===== config.mk =====
export PLATFORM = sky130hd
export DESIGN_NAME = wb_wport_arbiter
export DESIGN_NICKNAME = d
export VERILOG_FILES = /design/src/rtl/wb_wport_arbiter.sv
export SDC_FILE = /design/constraint.sdc
export NUM_CORES = 1
export LEC_CHECK = 0
export ABC_CLOCK_PERIOD_IN_PS = 11200
export CAP_MARGIN = 20
export CORE_UTILIZATION = 61
export CTS_BUF_LIST = sky130_fd_sc_hd__clkbuf_4
export CTS_CLUSTER_SIZE = 20
export DETAILED_ROUTE_END_ITERATION = 7
export GPL_TIMING_DRIVEN = 0
export PLACE_DENSITY = 0.86
export SYNTH_ARGS = -nofsm -noshare
export SYNTH_HDL_FRONTEND = slang
export SYNTH_SLANG_ARGS = --single-unit

===== constraint.sdc =====
create_clock -name clk -period 11.2 [get_ports clk]
set_input_delay 1.68 -clock clk [delete_from_list [all_inputs] [get_ports clk]]
set_output_delay 1.68 -clock clk [all_outputs]
set_load 0.01 [all_outputs]

===== src/rtl/wb_wport_arbiter.sv =====
// wb_wport_arbiter: shares the register-file write port between the WB bus and a queued long-unit result stream
// Optional feature macro: WPARB_BYPASS_EN lets a long-unit result skip the empty FIFO on an idle slot.
module wb_wport_arbiter #(
    parameter int DEPTH        = 4,
    parameter int STARVE_LIMIT = 8
) (
    input  logic        clk,
    input  logic        rst,
    input  logic [37:0] wb_bus,
    input  logic        lu_valid,
    output logic        lu_ready,
    input  logic [4:0]  lu_rd,
    input  logic [31:0] lu_data,
    output logic        rf_we,
    output logic [4:0]  rf_waddr,
    output logic [31:0] rf_wdata,
    output logic        stall_req,
    output logic        lu_pending
);
    localparam int AW = $clog2(DEPTH);
    localparam int CW = AW + 1;
    localparam int SW = $clog2(STARVE_LIMIT + 1);

    logic [4:0]       wb_rd;
    logic             wb_wen;
    logic [31:0]      wb_data;
    logic             busy, empty, pop, push, bypass, head_live;
    logic [DEPTH-1:0] valid;

    logic [4:0]       mem_rd_q   [DEPTH];
    logic [4:0]       mem_rd_d   [DEPTH];
    logic [31:0]      mem_data_q [DEPTH];
    logic [31:0]      mem_data_d [DEPTH];
    logic [DEPTH-1:0] kill_q, kill_d;
    logic [AW-1:0]    rptr_q, rptr_d, wptr_q, wptr_d;
    logic [CW-1:0]    count_q, count_d;
    logic [SW-1:0]    starve_q, starve_d;
    logic             stall_q, stall_d;
    logic             rf_we_q, rf_we_d;
    logic [4:0]       rf_waddr_q, rf_waddr_d;
    logic [31:0]      rf_wdata_q, rf_wdata_d;

    assign wb_rd     = wb_bus[37:33];
    assign wb_wen    = wb_bus[32];
    assign wb_data   = wb_bus[31:0];
    assign busy      = wb_wen && (wb_rd != 5'd0);
    assign empty     = (count_q == '0);
    assign pop       = !busy && !empty;
    assign head_live = !kill_q[rptr_q];
    assign lu_ready  = (count_q != CW'(DEPTH));
`ifdef WPARB_BYPASS_EN
    assign bypass    = !busy && empty && lu_valid && (lu_rd != 5'd0);
`else
    assign bypass    = 1'b0;
`endif
    assign push      = lu_valid && lu_ready && !bypass;

    assign rf_we      = rf_we_q;
    assign rf_waddr   = rf_waddr_q;
    assign rf_wdata   = rf_wdata_q;
    assign stall_req  = stall_q;
    assign lu_pending = |(valid & ~kill_q);

    // Occupancy mask: slot i is live when its distance from the read pointer is below count
    always_comb begin
        valid = '0;
        for (int i = 0; i < DEPTH; i++) begin
            valid[i] = CW'(AW'(i) - rptr_q) < count_q;
        end
    end

    // FIFO bookkeeping: pushes, pops, and WAW kills by younger pipeline writes
    always_comb begin
        mem_rd_d   = mem_rd_q;
        mem_data_d = mem_data_q;
        kill_d     = kill_q;
        for (int i = 0; i < DEPTH; i++) begin
            if (busy && valid[i] && (mem_rd_q[i] == wb_rd)) kill_d[i] = 1'b1;
        end
        if (push) begin
            mem_rd_d[wptr_q]   = lu_rd;
            mem_data_d[wptr_q] = lu_data;
            kill_d[wptr_q]     = (lu_rd == 5'd0);
        end
        wptr_d  = wptr_q + AW'(push);
        rptr_d  = rptr_q + AW'(pop);
        count_d = count_q + CW'(push) - CW'(pop);
    end

    // Write-port selection and starvation tracking
    always_comb begin
        rf_we_d    = busy || (pop && head_live) || bypass;
        rf_waddr_d = busy ? wb_rd : (pop && head_live) ? mem_rd_q[rptr_q] : bypass ? lu_rd : rf_waddr_q;
        rf_wdata_d = busy ? wb_data : (pop && head_live) ? mem_data_q[rptr_q] : bypass ? lu_data : rf_wdata_q;
        starve_d   = (empty || pop) ? '0 : (starve_q == SW'(STARVE_LIMIT)) ? starve_q : starve_q + SW'(1);
        stall_d    = (starve_q == SW'(STARVE_LIMIT)) || (stall_q && !empty);
    end

    // Result storage needs no reset: entries are only read while marked valid
    always_ff @(posedge clk) begin
        mem_rd_q   <= mem_rd_d;
        mem_data_q <= mem_data_d;
    end

    // Control state and registered write port
    always_ff @(posedge clk or posedge rst) begin
        if (rst) begin
            kill_q     <= '0;
            rptr_q     <= '0;
            wptr_q     <= '0;
            count_q    <= '0;
            starve_q   <= '0;
            stall_q    <= 1'b0;
            rf_we_q    <= 1'b0;
            rf_waddr_q <= '0;
            rf_wdata_q <= '0;
        end else begin
            kill_q     <= kill_d;
            rptr_q     <= rptr_d;
            wptr_q     <= wptr_d;
            count_q    <= count_d;
            starve_q   <= starve_d;
            stall_q    <= stall_d;
            rf_we_q    <= rf_we_d;
            rf_waddr_q <= rf_waddr_d;
            rf_wdata_q <= rf_wdata_d;
        end
    end
endmodule


==> results, run 1 <==
- The run finished with clean final reports.
- In the final design database the tool counted between 700 and 800 nets.
- The number of nets handed over by synthesis was 622.
- The area growth from synthesis to layout is 24.7%.
- Dividing the detail-routed via count by the number of cells gives 5.81.
- The floorplan has 42 rows.
- In this run the mean area of a mapped cell was 16.0 µm².
- After detailed routing, the average wire length per cell comes to between 20 and 25 µm.
- The final critical-path share of the clock period is 50.6%.
- For this run, the register share of the synthesized area comes to about two thirds.
- The number of iterations in the first detailed-routing pass is 7.
- For this design the static power due to leakage is ~3.9 nW.
- The distinct cell type count of the synthesized netlist is 40.
- The data arrival time of the critical path is 3.98 ns.
- Setup repair after global routing left no endpoint under its margin.
- Clock skew on the completed layout was measured at between 0.015 and 0.02 ns.
- The insertion delay to the later sink of the worst-skew pair is 0.63 ns.
- Dividing total power by cell area gives a power density of 255 mW/mm².
- The instance count of the mapped netlist is between 500 and 600.
- Cells with a size suffix above 1 make up 23.1% of the layout.
- The total overflow reported by the global router is 0.
- The first global-routing pass estimated 29400 µm of wire.
- The initial cell density of the core is a little under two thirds.
- Setup violations remaining at the end of the flow were counted as 0.
- The top fanout value on the critical path is 10.
- The count of final max-slew check failures was 0.
- The antenna violation net count after detailed routing is 0.
- The library cells used most frequently in the layout, excluding fill and tap cells, are edfxtp_1 (148), clkdlybuf4s50_1 (113), clkbuf_4 (75).
- After detailed placement, the total cell area comes to 0.00996 mm².
- Summing every instance area after synthesis gives 0.00849 mm².
- The number of gates resized after CTS is 0.
- The number of antenna violations at the first check in global routing is 1.
- At the pin with the least slew margin, the transition time is 0.924 ns.
- The total half-perimeter wirelength after legalization and detailed placement is between 10000 and 15000 µm.
- The number of buffers created by CTS is 48.
- The clock passes through at most 3 buffers.
- The final cell area excluding filler cells is 0.0106 mm².
- In this run, synthesis inferred approximately 150 flip-flops with an integrated enable.
- The worst setup path is of the reg2out kind.
- The largest total area in the synthesized netlist belongs to edfxtp_1.
- Global routing used between 20% and 30% of the available tracks across all layers.
- The die is 120 µm wide.
- For this run, the leading register cell type out of synthesis is edfxtp_1.
- The total number of clock tree sinks is between 200 and 250.
- The number of synthesis warnings is 0.
- Summed over all failing endpoints, the final setup total negative slack is 0 ns.
- The fraction of registers with async set/reset is 26.7%.
- The number of I/O pins is 119.
- VDD sags by at most 0.134 mV.
- The post-layout minimum cycle time is around 5.7 ns.
- After detailed routing, the total wire length is 19000 µm.
- Measured along the y axis, the die boundary spans approximately 120 µm.
- In this run, the number of DRC markers left after iteration 0 of detailed routing was 330.
- Across all layers, the routed design uses 5322 vias.
- The path type of the worst min-delay path is reg2reg.
- Headroom to the max-slew limit came out at 38.3%.
- The number of hold violations in the final report was 0.
- Across all hold checks on the routed design, the worst slack comes to about 0.50 ns.
- The type of origin of the critical path is a flip-flop.
- Sorting the synthesized cells by area gives the leading types as edfxtp_1 (52%), dfrtp_1 (16%), mux4_2 (10%), nand2_1 (3.2%), a31oi_1 (2.5%).
- The maximum number of pins on one net before global-route repair is 38.
- After detailed routing, the number of remaining DRC violations is 0.
- The clock root buffer is clkbuf_4.
- The area of the die is 0.0144 mm².
- Before CTS, the worst setup slack after placement is 6.20 ns.
- Across the run, the number of max-cap violations was 0.
- Leaving out fill and tap cells, the most frequent cell in the layout is edfxtp_1.
- The critical path capture point type is an output port.
- The clock tree from TritonCTS is yes.
- The overall power is between 2 and 3 mW.
- Of the post-synthesis cell area, the dominant cell type holds 52.3%.
- Across all setup checks in the final design, the least slack found is 5.54 ns.
- The number of global-route vias before repair is 5668.
- The clock transition time at the flip-flop clock pins of the worst setup and hold paths is 0.06 ns.
- Routability-driven placement finished with a final weighted congestion of 0.883.
- The data required time at the worst endpoint is 9.52 ns.
- In this run the standard cell core region covers 0.0134 mm².
- The post-CTS setup-driven buffer insertion count is 0.
- The H-tree generated during clock tree synthesis spans 2 levels.
- Derived from the worst setup path, the maximum achievable clock frequency is 177 MHz.
- Counting flops and latches in the post-synthesis netlist gives slightly above 200.
- In this run the tool buffered the top-level ports with 113 buffer cells.
- The total of hold buffers inserted after clock tree synthesis is 0.
worst max-delay path: stages (launching register included):
cell	delay, ns
dfrtp_1	0.47
buf_2	0.32
buf_1	0.54
inv_1	0.24
ha_1	0.36
inv_1	0.05
ha_1	0.26
a31oi_1	0.09
a222oi_1	0.33
o21ai_0	0.18
clkdlybuf4s50_1	0.51
stage by stage:
step	utilization (%)	cells
finish	79.0	916
global route	79.0	916
CTS	79.0	915
global placement	73.5	819
detailed placement	74.4	826
floorplan	-	530
area by class of cell:
type	count	area, µm²
repair buffers	120	1240
plain buffers	32	206
diodes	1	2.50
flip-flops and latches	202	5800
well taps	176	220
clock inverters	14	56.3
fillers	781	2820
clock buffers	75	563
multi-input cells	281	2440
inverters	15	56.3
path summary, 6_finish.rpt:
kind,from,end,slack [ns],cells after the start
setup / recovery,rptr_q[1]$_DFF_PP0_,lu_pending,5.54,10
hold / removal,stall_req$_DFF_PP0_,stall_req$_DFF_PP0_,0.50,1
setup reg to reg,rptr_q[1]$_DFF_PP0_,kill_q[0]$_DFF_PP0_,8.28,10
hold reg to reg,stall_req$_DFF_PP0_,stall_req$_DFF_PP0_,0.50,1
max in group asynchronous,rst,rf_wdata[14]$_DFFE_PP0P_,9.21,3
min in group asynchronous,rst,rf_wdata[8]$_DFFE_PP0P_,1.39,2
logic make-up (layout without fill, tap and decap cells):
| family | count (synthesis) | count (layout) | share of synthesized area (%) |
|---|---|---|---|
| compound gates | 56 | 56 | 4.32 |
| simple gates | 135 | 135 | 8.03 |
| flops | 202 | 202 | 68.2 |
| fa+ha+maj | 14 | 14 | 2.15 |
| other cells | 0 | 1 | 0 |
| xor+xnor | 27 | 27 | 2.78 |
| buf+inv | 47 | 256 | 3.09 |
| mux | 49 | 49 | 11.4 |
registers in the layout, summed over array words and instances, names as in the netlist:
register    cells
count_q         3
kill_q          4
mem_data_q    128
mem_rd_q       20
rf_waddr        5
rf_wdata       32
rf_we           1
rptr_q          2
stall_req       1
starve_q        4
wptr_q          2
synthesized netlist by cell type (8+ instances only):
library cell	n
nor3_1	28
ha_1	13
xor2_1	22
mux4_2	38
nor3_2	15
dfrtp_1	54
nand2_1	72
buf_2	15
inv_1	15
edfxtp_1	148
buf_6	8
a31oi_1	34
mux2i_1	11
metal layers:
| metal | track usage [%] | up-vias | share of wire, % |
|---|---|---|---|
| li1 | - | 2390 | - |
| met1 | 33.7 | 2670 | 39 |
| met2 | 47.0 | 232 | 52 |
| met3 | 6.27 | 30 | 6.4 |
| met4 | 12.4 | 0 | 2.3 |
| met5 | 0 | - | 0 |
where the power goes:
| group | internal [mW] | switching, mW |
|---|---|---|
| clock | 0.305 | 0.281 |
| sequential | 1.02 | 0.0972 |
| combinational | 0.484 | 0.508 |
| total | 1.81 | 0.887 |
No activity file was read; power rests on OpenSTA's default activity.
==> inputs of run 2 (changes only) <==
ABC_CLOCK_PERIOD_IN_PS = 4600   (was 11200)
CORE_UTILIZATION = 51   (was 61)
PLACE_DENSITY = 0.76   (was 0.86)
clock period = 4.6 ns   (was 11.2 ns; I/O delays follow)
==> results, run 2 (synthesis results as in run 1) <==
- The via density per instance is 5.52 (-5.1%).
- The share of post-route cells with drive strength above 1 was 24.1% (+0.95 points).
- The critical path capture point type is an output port.
- The number of cell instances on the worst register-to-register path is 9 (-1).
- In this design, the largest share of critical-path delay is due to buffers and inverters.
- The post-layout instance count excluding filler cells came to 959 (+4.7%).
- From synthesis to final layout, the design area changed by 25.7%.
- The startpoint identified for the worst hold timing path is wb_bus[34].
- The total half-perimeter wirelength after legalization and detailed placement was 13000 µm (+0.70%).
- The insertion delay to the later sink of the worst-skew pair was 0.65 ns (+0.02 ns).
- The flip-flop count of the largest register after layout came to 128 (unchanged).
- The top fanout value on the critical path is 19 (+9).
- The number of iterations in the first detailed-routing pass is 5 (-2).
- The critical setup path kind is reg2out.
- The total cell area at the placement stage is 0.0100 mm² (+0.63%).
- The worst slack on hold paths is 0.331 ns (-0.167 ns).
- The site row count is 46 (+9.5%).
- The clock tree from TritonCTS is yes.
- The total of hold buffers inserted after clock tree synthesis is 0 (unchanged).
- The final cell area excluding filler cells came to 0.0107 mm² (+0.86%).
- The width of the die came to 131 µm (+9.2%).
- The commonest non-fill, non-tap cell in the layout is edfxtp_1.
- The number of violations of the max-capacitance limit was 0 (unchanged).
- The core area is 0.0161 mm² (+20%).
- The final wirelength was 18800 µm (-0.71%).
- The detailed-route wire length per cell is 19.6 µm (-5.2%).
- The antenna violation net count after detailed routing is 0 (unchanged).
- The total overflow reported by the global router is 0 (unchanged).
- The number of antenna violations at the first check in global routing is 0 (-1).
- The reg-to-reg startpoint is rptr_q[1]$_DFF_PP0_.
- The number of gates resized after CTS is 0 (unchanged).
- The first-iteration detailed-routing DRC count was 392 (+19%).
- The buffer and inverter count on the worst path was 4 (-1).
- The flow ran to the end, and the final reports show no timing, DRC or antenna violations.
- The area of the die was 0.0172 mm² (+19%).
- The type of origin of the critical path is a flip-flop.
- The cell sitting at the root of the clock tree is a clkbuf_4.
- The slowest stage of the critical path is the clkdlybuf4s50_1 cell.
- The maximum number of pins on one net before global-route repair is 41 (+7.9%).
- The routability congestion estimate from global placement is 0.819 (-7.3%).
- The smallest setup slack after layout came to 0.317 ns (-5.22 ns).
- The number of I/O pins is 119 (unchanged).
- In the layout the commonest cells are edfxtp_1 (148), clkdlybuf4s50_1 (113), clkbuf_4 (79).
- The register name with the most flops is mem_data_q.
- The overall power came to 6.60 mW (+140%).
- The slew at the pin closest to its max-slew limit is 0.738 ns (-0.187 ns).
- Based on the critical path, the design can be clocked at up to ~230 MHz.
- The number of buffers created by CTS was 51 (+6.3%).
- The leakage component of the power came to 3.97 nW (+0.85%).
- Setup repair after global routing left no endpoint under its margin.
- The met2 wire length is 9250 µm (-6.4%).
- The relative slew slack is 50.6% (+12 points).
- In this run the critical register-to-register path is captured at kill_q[2]$_DFF_PP0_.
- The data required time at the worst endpoint came to 3.91 ns (-5.61 ns).
- The initial cell density of the core is 52.9% (-10 points).
- The wire length of the first global-routing pass was 29200 µm (-0.64%).
- The total number of clock tree sinks is 202 (unchanged).
- The path with the worst hold slack has its endpoint at rf_waddr[1]$_DFFE_PP0P_.
- The maximum number of buffers from clock root to sink is 3 (unchanged).
- The data arrival time of the critical path is 3.59 ns (-0.39 ns).
- The maximum level of the CTS H-tree is 2 (unchanged).
- The worst path uses slightly above 90% of the clock period.
- The cell depth of the worst hold path is 3 (+2).
- The ratio of total power to cell area is 618 mW/mm² (+140%).
- The amount of wire on met3 after detailed routing is 1480 µm (+22%).
- The critical path's largest stage delay is 0.51 ns (-0.03 ns).
- The die height came to 131 µm (+9.2%).
- The highest metal layer with signal wires is met4.
- The number of vias after detailed routing is 5289 (-0.62%).
- The post-placement setup slack is 0.489 ns (-5.71 ns).
- The final setup TNS is 0 ns (unchanged).
- The number of global-route vias before repair is 5555 (-2.0%).
- The register-to-register path setup slack is 2.15 ns (-6.13 ns).
- The worst-case clock skew is 0.0368 ns (+0.0202 ns).
- The count of final max-slew check failures is 0 (unchanged).
- Counting I/O delays and the setup requirement, the final critical path takes 4.28 ns.
- The post-CTS setup-driven buffer insertion count is 0 (unchanged).
- The layout net count is 795 (+0.38%).
- The total global-route track usage is 23.4% (-4.2 points).
- The core utilization of the finished layout is 66.5% (-13 points).
- The placed instance count came to 867 (+5.0%).
- The total of buffers placed on input and output ports was 113 (unchanged).
- The largest voltage drop on the vdd net was 0.370 mV (+180%).
- The critical path goes through buf_2 > inv_1 > ha_1 > inv_1 > ha_1 > a31oi_1 > a222oi_1 > o21ai_0 > clkdlybuf4s50_1.
- The worst hold path belongs to the class in2reg.
- The number of hold violations in the final report came to 0 (unchanged).
- The number of DRC violations after detailed routing is 0 (unchanged).
- The final count of negative-setup-slack endpoints is 0 (unchanged).
- The origin of the worst setup path is rptr_q[1]$_DFF_PP0_.
- The clock transition time at the flip-flop clock pins of the worst setup and hold paths is 0.07 ns (about the same).
- The antenna diode count is 0 (-1).
- The length of routed wiring on met1 is 7710 µm (+3.7%).
## run 2: worst max-delay path by stage
stage,endpoint,depth (start not counted)
final,lu_pending,9
after global routing,lu_pending,10
after CTS,lu_pending,9
after detailed placement,lu_pending,10
after global placement,kill_q[0]$_DFF_PP0_,4
after floorplan,mem_data_q[100]$_DFFE_PP_,2
## run 2: area by class of cell
class	instances	area (µm²)
Sequential cell	202	5800
Multi-Input combinational cell	281	2440
Clock inverter	14	61.3
Buffer	31	203
Inverter	15	56.3
Clock buffer	79	593
Tap cell	216	270
Timing Repair Buffer	121	1260
Fill cell	1133	5380
## run 2: tightest hold or removal path, cell delays in order
cell and delay [ns]:
buf_4 0.13, nand2_1 0.06, o21ai_1 0.06
## run 2: where the power goes
group / internal [mW] / total (mW) / switching (mW) / leakage (nW)
Clock: 0.783 / 1.48 / 0.694 / 0.395
Sequential: 2.48 / 2.71 / 0.228 / 2.01
Combinational: 1.18 / 2.41 / 1.23 / 1.57
## run 2: per-layer routing
layer  vias up  GRT usage, %
met5         -             0
met4         0          8.86
met3        32          6.11
met2       223          38.3
met1      2636          30.2
li1       2398             -
